### src/rtl/row_reduce_accumulator.sv
// row_reduce_accumulator: NI-lane adder tree feeding a row accumulator.
// Ports: clk, reset (sync, high); in_valid/in_last/in_data beat in;
//   out_valid/out_data/out_ovf/out_row_idx row result out; busy.
module row_reduce_accumulator #(
  parameter int NI    = 8,
  parameter int W     = 32,
  parameter int ACC_W = 48,
  parameter int SAT   = 1,
  parameter int RW    = 16
) (
  input  logic              clk,
  input  logic              reset,
  input  logic              in_valid,
  input  logic              in_last,
  input  logic [NI*W-1:0]   in_data,
  output logic              out_valid,
  output logic [ACC_W-1:0]  out_data,
  output logic              out_ovf,
  output logic [RW-1:0]     out_row_idx,
  output logic              busy
);

  localparam int L = $clog2(NI);

  localparam logic [ACC_W-1:0] ACC_MAX =
    {1'b0, {(ACC_W-1){1'b1}}};
  localparam logic [ACC_W-1:0] ACC_MIN =
    {1'b1, {(ACC_W-1){1'b0}}};

  logic [L:0] vtag;

  // Stage 0 captures the beat; stage k>0 adds
  // adjacent pairs of stage k-1, one bit wider.
  genvar k, j;
  generate
    for (k = 0; k <= L; k++) begin : stg
      localparam int N  = NI >> k;
      localparam int SW = W + k;

      logic [SW-1:0] d [N];
      logic          v;
      logic          l;

      assign vtag[k] = v;

      if (k == 0) begin : g_in
        always_ff @(posedge clk) begin
          if (reset) begin
            v <= 1'b0;
            l <= 1'b0;
          end else begin
            v <= in_valid;
            l <= in_valid & in_last;
          end
        end
        for (j = 0; j < N; j++) begin : g_lane
          always_ff @(posedge clk) begin
            d[j] <= in_data[j*W +: W];
          end
        end
      end else begin : g_add
        always_ff @(posedge clk) begin
          if (reset) begin
            v <= 1'b0;
            l <= 1'b0;
          end else begin
            v <= stg[k-1].v;
            l <= stg[k-1].l;
          end
        end
        for (j = 0; j < N; j++) begin : g_pair
          always_ff @(posedge clk) begin
            d[j] <=
              {stg[k-1].d[2*j][SW-2],
               stg[k-1].d[2*j]} +
              {stg[k-1].d[2*j+1][SW-2],
               stg[k-1].d[2*j+1]};
          end
        end
      end
    end
  endgenerate

  logic             tv;
  logic             tl;
  logic [ACC_W-1:0] sum_ext;
  logic [ACC_W:0]   acc_wide;
  logic             step_ovf;
  logic [ACC_W-1:0] nxt_acc;
  logic             nxt_ovf;

  logic [ACC_W-1:0] acc;
  logic             row_ovf;
  logic             first;

  assign tv = stg[L].v;
  assign tl = stg[L].l;

  always_comb begin
    sum_ext  = ACC_W'($signed(stg[L].d[0]));
    acc_wide = {acc[ACC_W-1], acc} +
               {sum_ext[ACC_W-1], sum_ext};
    // Out of range when the two top bits differ.
    step_ovf = acc_wide[ACC_W] ^ acc_wide[ACC_W-1];
    nxt_acc  = acc_wide[ACC_W-1:0];
    nxt_ovf  = row_ovf | step_ovf;
    if (step_ovf && SAT != 0) begin
      nxt_acc = acc_wide[ACC_W] ? ACC_MIN : ACC_MAX;
    end
    if (first) begin
      nxt_acc = sum_ext;
      nxt_ovf = 1'b0;
    end
  end

  always_ff @(posedge clk) begin
    if (reset) begin
      acc         <= '0;
      row_ovf     <= 1'b0;
      first       <= 1'b1;
      out_valid   <= 1'b0;
      out_data    <= '0;
      out_ovf     <= 1'b0;
      out_row_idx <= '0;
    end else begin
      out_valid <= 1'b0;
      if (out_valid) begin
        out_row_idx <= out_row_idx + RW'(1);
      end
      if (tv) begin
        acc     <= nxt_acc;
        row_ovf <= nxt_ovf;
        if (tl) begin
          out_valid <= 1'b1;
          out_data  <= nxt_acc;
          out_ovf   <= nxt_ovf;
          first     <= 1'b1;
        end else begin
          first     <= 1'b0;
        end
      end
    end
  end

  assign busy = (|vtag) | ~first;

endmodule

### config.mk
export PLATFORM = sky130hd
export DESIGN_NAME = row_reduce_accumulator
export DESIGN_NICKNAME = d
export VERILOG_FILES = /design/src/rtl/row_reduce_accumulator.sv
export SDC_FILE = /design/constraint.sdc
export NUM_CORES = 1
export LEC_CHECK = 0
export BUFFER_PORTS_ARGS = -buffer_cell sky130_fd_sc_hd__buf_2
export CAP_MARGIN = 25
export CORE_AREA = 5 5 221 223
export CTS_BUF_LIST = sky130_fd_sc_hd__clkbuf_16
export DETAILED_ROUTE_END_ITERATION = 12
export DIE_AREA = 0 0 226 228
export PLACE_DENSITY = 0.81
export SYNTH_ARGS = -nofsm -noshare
export SYNTH_HDL_FRONTEND = slang
export SYNTH_SLANG_ARGS = --single-unit
### constraint.sdc
create_clock -name clk -period 6.2 [get_ports clk]
set_clock_uncertainty 0.15 [all_clocks]
set_input_delay 1.86 -clock clk [delete_from_list [all_inputs] [get_ports clk]]
set_output_delay 1.86 -clock clk [all_outputs]
set_load 0.01 [all_outputs]
==> summary.txt, run 1 <==
status: finished clean
flops & latches, synth: 615
antenna violations before repair: 0
Worst Hold Launch: stg[0].l$_SDFF_PP0_
setup repair bufs after CTS: 0
Syn-to-layout area delta: 15.35%
Required @ worst endpoint: 6.56 ns
worst slew pin tran: 1.013 ns
DRT Pass-1 Iters: 6
Die Width: 226 um
Power Density: 434.6 mW/mm^2
Worst Hold Class: flop to flop
CP cell instances: ha_1 -> a21o_1 -> a31oi_1 -> o221ai_1 -> a221o_1 -> a31oi_1 -> nand2_2 -> mux2_4 -> nor2_2 -> buf_4 -> or4b_1 -> a311oi_2
setup_tns: 0 ns
Via Count: 22.55k
post-DP HPWL: 53,880 um
Synth cell types: 79
CP bufs+invs: 1
FMAX: 205.1 MHz
Final Hold Viols: 0
maxcap violations: 0
Final period util: 0.7864
Critical R2R Launch: stg[3].d[0][34]$_DFF_P_
WS Path Type: flop to flop
routed length per instance: 18.37 um
number of synthesis warnings: 0
# rows: 79
Reg-to-Reg End: acc[43]$_SDFFE_PP0P_
CP Depth: 12
worst hold path cell count: 1
WP data arrival: 5.24 ns
Lkg Pwr: 14.39 nW
CTS tree: yes
ys flop type: dfxtp_1
final total power: 13.89 mW
number of port buffers: 326
Starting Density: 0.5976
post-CTS sizing: 0
worst reg-to-reg path cell count: 12
final WL: 70,880 um
gr usage total: 0.2662
CTS sink count: 615
Antenna diodes: 0
Setup crit end: acc[43]$_SDFFE_PP0P_
post-route minimum period: 4.876 ns
endpoint class of the critical path: flop
mean post-synth cell area: 9.642 sq um
nets: 3,748
CP top delay family: compound AO/OA/AOI/OAI gates
Iteration-0 DRC Markers: 1,883
startpoint types: flop
Slew Limit Fails: 0
Gate Count Post-Synth: 2,873
filler cell count: 3,481
largest net degree at the start of global routing: 100
gpl congestion: 0.9529
core box area: 0.04636 sq mm
first-pass GRT wire length: 114,200 um
max_slew headroom: 0.3248
vias in the first global route: 22.52k
clk root buf: clkbuf_16
Synth Cell Area: 0.02770 sq mm
Largest stage delay, worst path: 0.75 ns
Worst Path Max Fanout: 15
antenna-violating nets left: 0
clock-pin slew on the worst setup and hold paths: 0.06 ns
Post-Syn Nets: 3,418
die height: 228 um
Max stage delay cell, worst path: dfxtp_1
die area: 0.05153 sq mm
share of layout cells above drive strength 1: 0.1402
DR vias/cell: 5.843
# hold bufs at CTS: 0
Seq/Total Area, Yosys: 0.4444
Worst-Skew Late Latency: 0.63 ns
# DRC: 0
register-to-register setup slack: 1.32 ns
Max VDD drop: 0.2836 mV
boundary pin count: 327
H-tree depth: 2
crit path from: stg[3].d[0][34]$_DFF_P_
Final setup viols: 0
area taken by multi-input logic gates: 0.01486 sq mm
CTS buffer count: 60
Crit path top cell by count: a31oi_1
register area: 0.01231 sq mm
Max clock buf depth: 3
RSZ-0062 raised after global routing: no
total grt overflow: 0
Post-synth EDFFs: 0
share of flip-flops with an asynchronous set or reset: 0
[cell families after synthesis]
kind of cell	synth area share
multiplexers	0.001626
adder cells (fa/ha/maj)	0.1327
XOR/XNOR	0.07872
buffers and inverters	0.01960
AND/OR/NAND/NOR	0.1200
AO/OA/AOI/OAI	0.2029
flip-flops	0.4444
[cells in the final DEF, fill, tap and decap left out, drive strengths merged, types with 9 or more instances in the layout]
cell    count
a211o      10
a211oi     46
a21o      112
a21oi     275
a221oi      9
a311oi     33
a31oi      31
and2       12
and3       20
buf       334
bufinv     10
clkbuf     60
clkinv     31
dfxtp     615
ha        277
inv        82
nand2     196
nand2b     37
nand3      51
nand3b     12
nand4      30
nor2      211
nor2b      40
nor3       43
o211ai     18
o21a       27
o21ai     165
o21bai     43
o22ai      21
o31ai       9
or2        13
or3        10
xnor2     160
xor2       89
[state kept, by name, indices dropped and copies added, names as in the netlist]
register / count
stg.d: 491
acc: 48
out_data: 48
out_row_idx: 16
stg.l: 4
stg.v: 4
first: 1
out_ovf: 1
out_valid: 1
row_ovf: 1
[where the power goes]
group / switching (mW) / total (mW) / leakage [nW] / internal (mW)
combinational: 3.00 / 5.11 / 8.22 / 2.11
clock: 1.55 / 3.73 / 1.02 / 2.18
sequential: 0.386 / 5.04 / 5.14 / 4.66
total: 4.94 / 13.9 / 14.4 / 8.95
[worst min-delay path by stage]
stage | endpoint | slack, ns
floorplan | stg[1].l$_SDFF_PP0_ | 0.26
global placement | stg[1].l$_SDFF_PP0_ | 0.28
detailed placement | stg[1].l$_SDFF_PP0_ | 0.28
CTS | stg[1].l$_SDFF_PP0_ | 0.29
global route | stg[3].l$_SDFF_PP0_ | 0.31
finish | stg[1].l$_SDFF_PP0_ | 0.29
[per-layer routing]
layer | up-vias | global-route usage | wire length, um
li1 | 11061 | - | -
met1 | 10614 | 0.3632 | 31600
met2 | 747 | 0.4489 | 33610
met3 | 126 | 0.03596 | 4130
met4 | 0 | 0.06563 | 1534
met5 | - | 0 | 0
[stage by stage]
| step | hold WS, ns | util | cells | setup WS (ns) | area (sq um) |
|---|---|---|---|---|---|
| detailed placement | 0.2758 | 0.6451 | 3748 | 1.401 | 29910 |
| global route | 0.3105 | 0.6893 | 3859 | 1.089 | 31950 |
| CTS | 0.2898 | 0.6893 | 3859 | 1.373 | 31950 |
| global placement | 0.2820 | 0.6451 | 3748 | 1.566 | 29910 |
| finish | 0.2877 | 0.6893 | 3859 | 1.324 | 31950 |
| floorplan | 0.2638 | - | 2873 | 2.664 | 27700 |
[synthesized netlist by cell type (all sizes together) (5+ instances only)]
cell type,count,share of area
or2,13,0.0029
a21o,112,0.030
a211o,10,0.0032
and3,20,0.0045
o221ai,8,0.0025
nand2b,37,0.0084
nor3b,5,0.0014
a211oi,46,0.013
inv,74,0.010
nand2,196,0.027
o31ai,9,0.0024
fa,8,0.0058
clkbuf,54,0.0073
nand4b,6,0.0019
dfxtp,615,0.44
a32oi,7,0.0022
and2,12,0.0027
a21oi,275,0.050
nand3,51,0.0092
nand3b,12,0.0033
o21ai,165,0.030
o22ai,21,0.0047
o311ai,5,0.0016
o21bai,43,0.012
maj3,5,0.0018
buf,12,0.0023
nand4,30,0.0068
o31a,7,0.0023
nor2b,40,0.0090
nor2,211,0.029
and4,8,0.0025
a31o,5,0.0016
xor2,89,0.028
a311oi,33,0.011
ha,277,0.13
a41oi,5,0.0019
xnor2,160,0.051
nor3,43,0.0078
o211ai,18,0.0049
o41ai,5,0.0016
o21a,27,0.0073
a221oi,9,0.0028
a31oi,31,0.0070
or3,10,0.0023
[cell type report]
type                            instances  share of cell area
Multi-Input combinational cell       2118              0.4651
Sequential cell                       615              0.3854
Timing Repair Buffer                  334             0.05302
Clock buffer                           60             0.04699
Tap cell                              607             0.02377
Clock inverter                         51             0.01711
Inverter                               74            0.008693
Note: power is estimated with default switching activity, not from simulation.
==> run 2: changes to the inputs <==
- CORE_AREA: 5 5 221 223 -> 5 5 235 237
- DIE_AREA: 0 0 226 228 -> 0 0 240 242
- PLACE_DENSITY: 0.81 -> 0.76
- clock period: 6.2 -> 4.45 ns (I/O delays scaled with it)
==> summary.txt, run 2 (synthesis gave the netlist of run 1 again) <==
status: finished clean
Final Hold Viols: 0 (unchanged)
Power Density: 609.5 mW/mm^2 (+40%)
Die Width: 240 um (+6.2%)
Final setup viols: 0 (unchanged)
Iteration-0 DRC Markers: 1,560 (-17%)
Starting Density: 0.5220 (-0.07557)
FMAX: 247.6 MHz (+21%)
max_slew headroom: 0.4326 (+0.1078)
Via Count: 22.28k (-1.2%)
setup_tns: 0 ns (unchanged)
total grt overflow: 0 (unchanged)
nets: 3,768 (+0.53%)
Max VDD drop: 0.4100 mV (+45%)
Worst Hold Class: flop to flop
post-CTS sizing: 0 (unchanged)
Max clock buf depth: 3 (unchanged)
boundary pin count: 327 (unchanged)
CTS sink count: 615 (unchanged)
RSZ-0062 raised after global routing: no
clock-pin slew on the worst setup and hold paths: 0.06 ns (about the same)
largest reg by FF count: stg.d
setup repair bufs after CTS: 0 (unchanged)
endpoint class of the critical path: flop
Worst Path Max Fanout: 15 (unchanged)
Final period util: 0.9077 (+0.1212)
Lkg Pwr: 14.56 nW (+1.2%)
first-pass GRT wire length: 113,000 um (-1.1%)
antenna violations before repair: 1 (+1)
worst reg-to-reg path cell count: 13 (+1)
antenna-violating nets left: 0 (unchanged)
post-route minimum period: 4.039 ns (-0.8367 ns)
DR vias/cell: 5.612 (-4.0%)
gr usage total: 0.2340 (-0.03219)
routed length per instance: 17.73 um (-3.5%)
Largest register FFs: 491 (unchanged)
number of port buffers: 326 (unchanged)
final WL: 70,390 um (-0.68%)
# rows: 85 (+7.6%)
core box area: 0.05307 sq mm (+14%)
maxcap violations: 0 (unchanged)
filler cell count: 4,414 (+27%)
die area: 0.05808 sq mm (+13%)
commonest non-fill, non-tap cell in the layout: dfxtp_1
WS Path Type: flop to flop
vias in the first global route: 22.47k (-0.23%)
post-DP HPWL: 53,940 um (+0.12%)
CTS tree: yes
gpl congestion: 0.9393 (-1.4%)
die height: 242 um (+6.1%)
Required @ worst endpoint: 4.81 ns (-1.75 ns)
H-tree depth: 3 (+1)
WP data arrival: 4.40 ns (-0.84 ns)
top flop regs: stg.d x491, acc x48, out_data x48
DRT Pass-1 Iters: 5 (-1)
CTS buffer count: 67 (+12%)
share of layout cells above drive strength 1: 0.1481 (+0.007870)
Antenna diodes: 0 (unchanged)
worst hold path cell count: 1 (unchanged)
largest net degree at the start of global routing: 76 (-24%)
clk root buf: clkbuf_16
final total power: 19.73 mW (+42%)
# hold bufs at CTS: 0 (unchanged)
Slew Limit Fails: 0 (unchanged)
Worst-Skew Late Latency: 0.60 ns (-0.03 ns)
worst slew pin tran: 0.8511 ns (-0.1617 ns)
# DRC: 0 (unchanged)
startpoint types: flop
Syn-to-layout area delta: 16.82%
most frequent cells in the layout: dfxtp_1, buf_2, ha_1, a21oi_1, nor2_1
==> run 2: changes by cell type in the layout (fill, tap and decap cells not counted), moves of 2 or more <==
cell / delta
bufinv_16: -2
clkinv_1: -9
clkinv_4: +2
clkinv_2: +4
clkinvlp_4: +5
buf_4: +13
clkbuf_16: +10
==> run 2: worst max-delay path, cell delays in order (launching register included) <==
cell      delay (ns)
dfxtp_1         0.30
buf_4           0.19
ha_1            0.40
a21o_1          0.21
a31oi_1         0.18
o221ai_1        0.19
a221o_1         0.35
a31oi_1         0.34
nand2_2         0.13
mux2_4          0.40
nor2_2          0.13
buf_4           0.22
or4b_1          0.49
a311oi_2        0.27
==> run 2: where the power goes <==
part / leakage (nW) / internal, mW / switching (mW) / total [mW]
clock: 1.12 / 3.35 / 2.29 / 5.64
combinational: 8.29 / 2.96 / 4.10 / 7.06
sequential: 5.14 / 6.49 / 0.539 / 7.03
==> run 2: layout make-up <==
type	instances	area, sq um	share of cell area
multi-input cells	2118	14850	0.4589
flip-flops and latches	615	12310	0.3805
repair buffers	347	1792	0.05536
clock buffers	70	1752	0.05413
well taps	696	870.8	0.02691
clock inverters	51	505.5	0.01562
inverters	74	277.8	0.008583
==> run 2: layer usage <==
metal / track usage / wire [um]
met1: 0.3112 / 31740
met2: 0.3950 / 33320
met3: 0.03575 / 3707
met4: 0.06859 / 1619
met5: 0 / 0
==> run 2: path summary, 6_finish.rpt <==
check                                             start                   end  slack (ns)
worst max-delay path            stg[3].d[0][34]$_DFF_P_  acc[43]$_SDFFE_PP0P_        0.41
worst min-delay path                stg[0].l$_SDFF_PP0_   stg[1].l$_SDFF_PP0_        0.30
worst max register to register  stg[3].d[0][34]$_DFF_P_  acc[43]$_SDFFE_PP0P_        0.41
worst min register to register      stg[0].l$_SDFF_PP0_   stg[1].l$_SDFF_PP0_        0.30
==> run 2: per-stage QoR <==
step	setup slack, ns	std cells	utilization	area (sq um)	hold slack (ns)
6_report	0.4109	3971	0.6098	32360	0.3031
5_1_grt	0.1499	3971	0.6098	32360	0.3251
4_1_cts	0.4029	3971	0.6098	32360	0.3021
3_5_place_dp	0.4201	3850	0.5673	30110	0.2790
3_3_place_gp	0.4584	3850	0.5673	30110	0.2850
2_1_floorplan	0.9141	2873	-	27700	0.2638
